--- config.mk ---
export PLATFORM = sky130hd
export DESIGN_NAME = eth_phy_link_ctrl
export DESIGN_NICKNAME = d
export VERILOG_FILES = /design/src/rtl/eth_phy_link_ctrl.sv
export SDC_FILE = /design/constraint.sdc
export NUM_CORES = 1
export LEC_CHECK = 0
export CAP_MARGIN = 25
export CORE_AREA = 8 8 91 93
export DETAILED_ROUTE_END_ITERATION = 12
export DIE_AREA = 0 0 99 101
export GPL_TIMING_DRIVEN = 0
export PLACE_DENSITY = 0.71
export SLEW_MARGIN = 20
export SYNTH_ARGS = -nofsm -noshare
export SYNTH_HDL_FRONTEND = slang
export SYNTH_SLANG_ARGS = --single-unit
--- constraint.sdc ---
create_clock -name rx_clk -period 1.9 [get_ports rx_clk]
set_input_delay 0.19 -clock rx_clk [delete_from_list [all_inputs] [get_ports rx_clk]]
set_output_delay 0.19 -clock rx_clk [all_outputs]
set_load 0.02 [all_outputs]
--- src/rtl/eth_phy_link_ctrl.sv ---
// Link bring-up and supervision FSM for eth_phy_10g in the rx_clk domain.
// Optional PRBS31 self-test is compiled in when PRBS_SELFTEST_EN is defined.
module eth_phy_link_ctrl #(
  parameter int RESET_CYCLES     = 16,
  parameter int LOCK_TIMEOUT     = 1024,
  parameter int STABLE_CYCLES    = 125,
  parameter int MAX_RETRIES      = 4,
  parameter int ERR_CNT_WIDTH    = 16,
  parameter int PRBS_TEST_CYCLES = 256
) (
  input  logic                     rx_clk,
  input  logic                     rx_rst_n,
  input  logic                     ctrl_enable,
  input  logic                     rx_block_lock,
  input  logic                     rx_high_ber,
  input  logic                     rx_status,
  input  logic                     serdes_rx_reset_req,
  input  logic [6:0]               rx_error_count,
  input  logic                     prbs_test_req,
  output logic                     phy_rst,
  output logic                     cfg_tx_prbs31_enable,
  output logic                     cfg_rx_prbs31_enable,
  output logic                     link_up,
  output logic                     link_fail,
  output logic [2:0]               state,
  output logic [3:0]               retry_count,
  output logic [7:0]               lock_loss_count,
  output logic [ERR_CNT_WIDTH-1:0] err_accum,
  output logic                     prbs_done,
  output logic                     prbs_pass
);

  typedef enum logic [2:0] {
    IDLE        = 3'd0,
    RESET       = 3'd1,
    WAIT_LOCK   = 3'd2,
    WAIT_STABLE = 3'd3,
    LINK_UP     = 3'd4,
    FAIL        = 3'd5,
    PRBS_TEST   = 3'd6
  } state_t;

  // One shared timer serves RESET, WAIT_LOCK and PRBS_TEST, so size it for the longest.
  localparam int TMR_A   = (LOCK_TIMEOUT > RESET_CYCLES) ? LOCK_TIMEOUT : RESET_CYCLES;
  localparam int TMR_MAX = (TMR_A > PRBS_TEST_CYCLES) ? TMR_A : PRBS_TEST_CYCLES;
  localparam int TMR_W   = $clog2(TMR_MAX + 1);
  localparam int STB_W   = $clog2(STABLE_CYCLES + 1);

  localparam logic [TMR_W-1:0] RST_LAST  = TMR_W'(RESET_CYCLES - 1);
  localparam logic [TMR_W-1:0] LOCK_LAST = TMR_W'(LOCK_TIMEOUT - 1);
  localparam logic [TMR_W-1:0] PRBS_LAST = TMR_W'(PRBS_TEST_CYCLES - 1);
  localparam logic [STB_W-1:0] STB_LAST  = STB_W'(STABLE_CYCLES - 1);

  state_t                   state_q, state_d;
  logic [TMR_W-1:0]         timer_q, timer_d;
  logic [STB_W-1:0]         stable_q, stable_d;
  logic [3:0]               retry_d;
  logic [7:0]               lock_loss_d;
  logic [ERR_CNT_WIDTH-1:0] err_d, err_sat;
  logic [ERR_CNT_WIDTH:0]   err_sum;
`ifdef PRBS_SELFTEST_EN
  logic                     done_d, pass_d;
`endif

  assign state   = state_q;
  assign err_sum = {1'b0, err_accum} + {{(ERR_CNT_WIDTH-6){1'b0}}, rx_error_count};
  assign err_sat = err_sum[ERR_CNT_WIDTH] ? '1 : err_sum[ERR_CNT_WIDTH-1:0];

  always_comb begin
    state_d     = state_q;
    timer_d     = timer_q;
    stable_d    = stable_q;
    retry_d     = retry_count;
    lock_loss_d = lock_loss_count;
    err_d       = err_accum;
`ifdef PRBS_SELFTEST_EN
    done_d      = 1'b0;
    pass_d      = prbs_pass;
`endif
    if (!ctrl_enable) begin
      state_d  = IDLE;
      timer_d  = '0;
      stable_d = '0;
      retry_d  = '0;
    end else begin
      case (state_q)
        IDLE: begin
          state_d = RESET;
          timer_d = '0;
        end
        RESET: begin
          if (timer_q == RST_LAST) begin
            state_d = WAIT_LOCK;
            timer_d = '0;
          end else begin
            timer_d = timer_q + TMR_W'(1);
          end
        end
        WAIT_LOCK: begin
          // Lock wins over a coincident timeout or SerDes reset request.
          if (rx_block_lock) begin
            state_d  = WAIT_STABLE;
            stable_d = '0;
          end else if (timer_q == LOCK_LAST || serdes_rx_reset_req) begin
            retry_d = retry_count + 4'd1;
            timer_d = '0;
            state_d = (retry_d == 4'(MAX_RETRIES)) ? FAIL : RESET;
          end else begin
            timer_d = timer_q + TMR_W'(1);
          end
        end
        WAIT_STABLE: begin
          if (!rx_block_lock) begin
            state_d = WAIT_LOCK;
            timer_d = '0;
          end else if (rx_high_ber || !rx_status) begin
            stable_d = '0;
          end else if (stable_q == STB_LAST) begin
            state_d  = LINK_UP;
            stable_d = '0;
            err_d    = '0;
            retry_d  = '0;
          end else begin
            stable_d = stable_q + STB_W'(1);
          end
        end
        LINK_UP: begin
          err_d = err_sat;
          if (!rx_block_lock || rx_high_ber) begin
            state_d = WAIT_LOCK;
            timer_d = '0;
            if (lock_loss_count != 8'hFF) lock_loss_d = lock_loss_count + 8'd1;
          end
`ifdef PRBS_SELFTEST_EN
          else if (prbs_test_req) begin
            state_d = PRBS_TEST;
            timer_d = '0;
            err_d   = '0;
            pass_d  = 1'b0;
          end
`endif
        end
        FAIL: state_d = FAIL;
`ifdef PRBS_SELFTEST_EN
        PRBS_TEST: begin
          err_d = err_sat;
          if (!rx_block_lock) begin
            state_d = WAIT_LOCK;
            timer_d = '0;
            done_d  = 1'b1;
            pass_d  = 1'b0;
          end else if (timer_q == PRBS_LAST) begin
            state_d  = WAIT_STABLE;
            stable_d = '0;
            done_d   = 1'b1;
            pass_d   = (err_sat == '0);
          end else begin
            timer_d = timer_q + TMR_W'(1);
          end
        end
`endif
        default: state_d = IDLE;
      endcase
    end
  end

  // Outputs are decoded from the next state so they move on the same edge as state.
  always_ff @(posedge rx_clk) begin
    if (!rx_rst_n) begin
      state_q         <= IDLE;
      timer_q         <= '0;
      stable_q        <= '0;
      retry_count     <= '0;
      lock_loss_count <= '0;
      err_accum       <= '0;
      phy_rst         <= 1'b1;
      link_up         <= 1'b0;
      link_fail       <= 1'b0;
    end else begin
      state_q         <= state_d;
      timer_q         <= timer_d;
      stable_q        <= stable_d;
      retry_count     <= retry_d;
      lock_loss_count <= lock_loss_d;
      err_accum       <= err_d;
      phy_rst         <= (state_d == IDLE) || (state_d == RESET) || (state_d == FAIL);
      link_up         <= (state_d == LINK_UP);
      link_fail       <= (state_d == FAIL);
    end
  end

`ifdef PRBS_SELFTEST_EN
  always_ff @(posedge rx_clk) begin
    if (!rx_rst_n) begin
      cfg_tx_prbs31_enable <= 1'b0;
      cfg_rx_prbs31_enable <= 1'b0;
      prbs_done            <= 1'b0;
      prbs_pass            <= 1'b0;
    end else begin
      cfg_tx_prbs31_enable <= (state_d == PRBS_TEST);
      cfg_rx_prbs31_enable <= (state_d == PRBS_TEST);
      prbs_done            <= done_d;
      prbs_pass            <= pass_d;
    end
  end
`else
  logic unused_prbs_req;
  assign unused_prbs_req      = prbs_test_req;
  assign cfg_tx_prbs31_enable = 1'b0;
  assign cfg_rx_prbs31_enable = 1'b0;
  assign prbs_done            = 1'b0;
  assign prbs_pass            = 1'b0;
`endif

endmodule

== Word level (Yosys, flattened, before mapping) ==
Index checks and enable logic that the tools add are counted.

* Bits in registers: 52
* Latch bits: 0
* RAM bits: 0
* ROM bits: 0
* Input bits: 15
* Logic and storage cells: 85
* Memories: 0

* Add/subtract/negate cells: 5
* Multiply operators: 0
* Divide/modulo/power cells: 0
* Magnitude comparators: 0
* Eq/ne operators: 21
* Shifts and indexed selects: 0
* Multiplexer cells: 32
* Bitwise gates (word level): 0
* Reductions and logical operators: 18

{| class="wikitable"
|+ Operators by type and width
! operator !! number
|-
| 16-bit two-way mux || 4
|-
| 11-bit two-way mux || 5
|-
| 11-bit one-hot mux with 5 select lines || 1
|-
| 16-bit one-hot mux with 2 select lines || 1
|-
| 7-bit two-way mux || 4
|-
| 3-bit two-way mux || 9
|-
| 4-bit two-way mux || 5
|-
| 3-bit one-hot mux with 6 select lines || 1
|-
| 16-bit by 7-bit adder with 17-bit output || 1
|-
| 2-bit inequality test, second input constant || 8
|-
| 7-bit one-hot mux with 2 select lines || 1
|-
| 3-bit equality test, second input constant || 4
|-
| 11-bit by 1-bit adder with 11-bit output, second input constant || 1
|-
| 11-bit by 10-bit equality test with 1-bit output, second input constant || 1
|-
| 11-bit by 4-bit equality test with 1-bit output, second input constant || 1
|-
| 8-bit by 1-bit adder with 8-bit output, second input constant || 1
|-
| 8-bit inequality test, second input constant || 1
|-
| 4-bit one-hot mux with 2 select lines || 1
|-
| 4-bit AND reduction || 2
|-
| 7-bit by 1-bit adder with 7-bit output, second input constant || 1
|-
| 7-bit equality test, second input constant || 1
|-
| 3-bit by 1-bit equality test with 1-bit output, second input constant || 2
|-
| 3-bit by 2-bit equality test with 1-bit output, second input constant || 2
|-
| 3-bit zero test || 2
|-
| 10 further kinds || 16
|}

== Depth between registers and ports, before layout ==
* Word-level depth: 10
* Gate-level depth with buffers: 8

== Worst setup path before layout ==
OpenSTA, ideal clock, no wires.

* Path type: register to register
* Start: register err_accum[0]
* End: register err_accum[15]
* Library setup time: 122 ps
* Data arrival time: 2,036 ps
* Required time: 1,778 ps
* Path slack: -259 ps
* Cell stages (with the launch flop): 8
* Path buffers: 0
* Cell sequence: dfxtp_1 -> ha_1 -> fa_1 -> a211oi_1 -> o21ai_0 -> and2_1 -> o31ai_1 -> a2bb2oi_1

* Cells in the longest elaborated chain, start to end: 3

{| class="wikitable"
|+ Ends and longest elaborated chain
! element !! RTL line !! text
|-
| start, declared || 28 || <nowiki>output logic [ERR_CNT_WIDTH-1:0] err_accum,</nowiki>
|-
| start signal, assigned || 185 || <nowiki>err_accum <= err_d;</nowiki>
|-
| 16-bit by 7-bit adder with 17-bit output || 66 || <nowiki>assign err_sum = {1'b0, err_accum} + {{(ERR_CNT_WIDTH-6){1'b0}}, rx_error_count};</nowiki>
|-
| 16-bit two-way mux || 67 || <nowiki>assign err_sat = err_sum[ERR_CNT_WIDTH] ? '1 : err_sum[ERR_CNT_WIDTH-1:0];</nowiki>
|-
| 16-bit one-hot mux with 2 select lines || 86 || <nowiki>case (state_q)</nowiki>
|}

Every way passes these cells.
A chain may end at the register's enable or synchronous reset.

== Worst setup path in the final report ==
* Start: register err_accum[0]
* End: register err_accum[12]

The elaborated chain is that of the path after synthesis.

==> impl_metrics.ini <==
[status]
status = finished with violations
violations = setup timing

[timing]
fin_crit_sh_pct = 100
fin_skew_ns = 0.0115
fmaxAchievable_mhz = 525
setup_slack_ns = -0.00505
hold_viol = 0
layout_min_cycle_time_ns = 1.91
setup_viol = 2
timing.hold.ws_ns = 0.201
rsz0062_at_grt = true
slew_viol_final = 0

[synth]
syn-cell-area_um2 = 2990
synth-seq-cells = 52
synth_cell_types = 61
ys_warn_count = 0
syn-instance-count = 361
synth_edf_count = 0
synth_area_per_cell_um2 = 8.28
ys_seq_area_share_pct = 34.8
synthFlopType = dfxtp_1
synthArstFlopShare_pct = 0

[cts]
cts_made_buffers = 5
clkTransAtPathRegs_ns = 0.10
clkSinkCount = 52
cts_tree = yes
cts_buffer_depth = 2
holdBufCountCts = 0
clk_latency_ns = 0.31
root_buffer = clkbuf_8
h-tree-depth = 2

[detailed_routing]
firstDrtPassIters = 4
drc = 0
drt-initial-drc-count = 139
wl_um = 8000
ant_nets = 0
vias = 2986
via_per_inst = 5.66
routedWlPerCell_um = 15.2

[worst_setup_path]
critical_path_class = flop to flop
cp_max_fo = 5
reg2reg_depth = 7
r2r-end = err_accum[12]
cp_data_required_time_ns = 2.16
timing.rr.start = err_accum[0]
r2r_slack_ns = -0.005
arrival_ns = 2.16
start_kind = flop
end_kind = flop

[grt]
use_met3_pct = 2.97
track_usage_pct = 15.9
grt_overflow = 0
grt.met1_usage_pct = 19.0
grt_pass1_vias = 2860
grt_start_max_net_pins = 16
use_met2_pct = 27.3
grt_pass1_wl_um = 13300
antenna_found_initial = 0
grt.busiest_layer = met2

[finish]
final_common_cell = clkdlybuf4s50_1
fin_cells = 528
fin_util_pct = 59.5
nets = 473
mostFrequentLayoutCells = clkdlybuf4s50_1, dfxtp_1, nor2_1, buf_4, a21oi_1
layout.filler_cells = 615
syn_to_final_growth_pct = 38.3
diodes = 0
drive_gt1_share_pct = 22.6

[floorplanning]
dieArea_um2 = 10000
die_h_um = 101
die_w_um = 99
core_um2 = 6940
rows = 31
pin_count = 53
start_util_pct = 43.0

[hold_path]
min_path_type = input port to flop
holdPathStages = 2
hp-start = rx_rst_n
hold_end = err_accum[3]

[power]
ir_drop_uv = 308
p_leak_nw = 1.52
total_power_mw = 1.90
power_density_nw_per_um2 = 459

[place]
io_buffer_count = 46
place_inst = 492
gp_congestion = 0.893
dpl.hpwl_um = 5600
pre_cts_slack_ns = -0.477

[run]
cap_violations = 0
## where the power goes
part | internal (mW) | switching, mW | leakage (nW)
clock | 0.291 | 0.360 | 0.0510
combinational | 0.0731 | 0.0861 | 1.05
sequential | 1.08 | 0.00227 | 0.426
## registers in the layout, summed over array words and instances (netlist names)
signal and count:
retry_count 4, lock_loss_count 8, stable_q 7, link_fail 1, state 3, link_up 1
err_accum 16, timer_q 11, phy_rst 1
## per-layer routing
layer  routed length [um]  vias to the layer above
li1                     -                     1500
met1                 3540                     1400
met2                 3850                       78
met3                  487                        8
met4                  121                        0
met5                    0                        -
## logic make-up (layout without fill, tap and decap cells)
logic type               Yosys count  in the layout  synth area share [%]
AO/OA/AOI/OAI                     98             98                  21.7
other                              1              4                 0.126
buffers and inverters             24            106                  3.81
flip-flops                        52             52                  34.8
adder cells (fa/ha/maj)           13             13                  5.70
AND/OR/NAND/NOR                  151            151                  27.3
XOR/XNOR                          20             20                  5.86
multiplexers                       2              2                 0.670
## cells in the mapped netlist (all sizes together) (2+ instances only)
cell type / instances / share of area (%)
or3: 6 / 1.3
nand2: 26 / 3.3
a31oi: 10 / 2.3
nand4: 15 / 3.3
o31ai: 4 / 1.0
nor3: 5 / 1.0
ha: 12 / 5.0
a211oi: 5 / 1.3
nor2b: 4 / 0.84
or4: 3 / 0.75
xnor2: 5 / 1.5
nand4b: 2 / 0.59
inv: 10 / 1.3
o21a: 2 / 0.50
nand2b: 4 / 0.84
buf: 9 / 1.9
a41oi: 2 / 0.59
and4: 3 / 0.96
mux2i: 2 / 0.67
nand3: 14 / 2.3
a311oi: 3 / 0.88
or2: 3 / 0.63
nand3b: 4 / 1.0
nor4: 4 / 0.84
nor2: 39 / 4.9
a21o: 8 / 2.0
o211ai: 6 / 1.5
and2: 10 / 2.1
and3b: 2 / 0.59
xor2: 15 / 4.4
and4b: 2 / 0.67
a21oi: 30 / 5.0
dfxtp: 52 / 35
and3: 3 / 0.67
o21ai: 14 / 2.3
clkbuf: 5 / 0.63
## metrics by stage
stage	area [um2]	setup TNS [ns]
floorplan	3020	0
global placement	3580	-9.46
detailed placement	3580	-11.07
CTS	3930	-0.00645
global route	4130	-0.377
finish	4130	-0.00511
## final cells by class
type / instances / area [um2] / area share (%)
multi-input combinational: 288 / 2080 / 50.3
sequential: 52 / 1060 / 25.8
timing repair buffer: 75 / 688 / 16.7
tap: 82 / 103 / 2.48
clock buffer: 6 / 82.6 / 2.00
buffer: 13 / 70.1 / 1.70
inverter: 10 / 37.5 / 0.908
clock inverter: 2 / 10.0 / 0.242
## critical path, stage by stage, from the launching register on
cell      delay [ns]
dfxtp_2         0.35
ha_4            0.16
fa_2            0.37
a211oi_4        0.31
o21ai_2         0.15
and2_4          0.19
a31o_2          0.21
a21oi_2         0.12
## worst max path at each step
stage	from	end	cells after the start
2_1_floorplan	err_accum[0]	err_accum[15]	7
3_3_place_gp	rx_error_count[0]	err_accum[13]	8
4_1_cts	err_accum[0]	err_accum[8]	7
3_5_place_dp	rx_error_count[0]	err_accum[3]	8
5_1_grt	err_accum[0]	err_accum[8]	7
6_report	err_accum[0]	err_accum[12]	7
## what timing repair did
action,4_1_cts,5_1_grt
pin swaps,15,21
buffers inserted,18,10
resized for setup,24,38
gates cloned,1,0
endpoints found under the setup margin,33,39
Note: power is estimated with default switching activity, not from simulation.
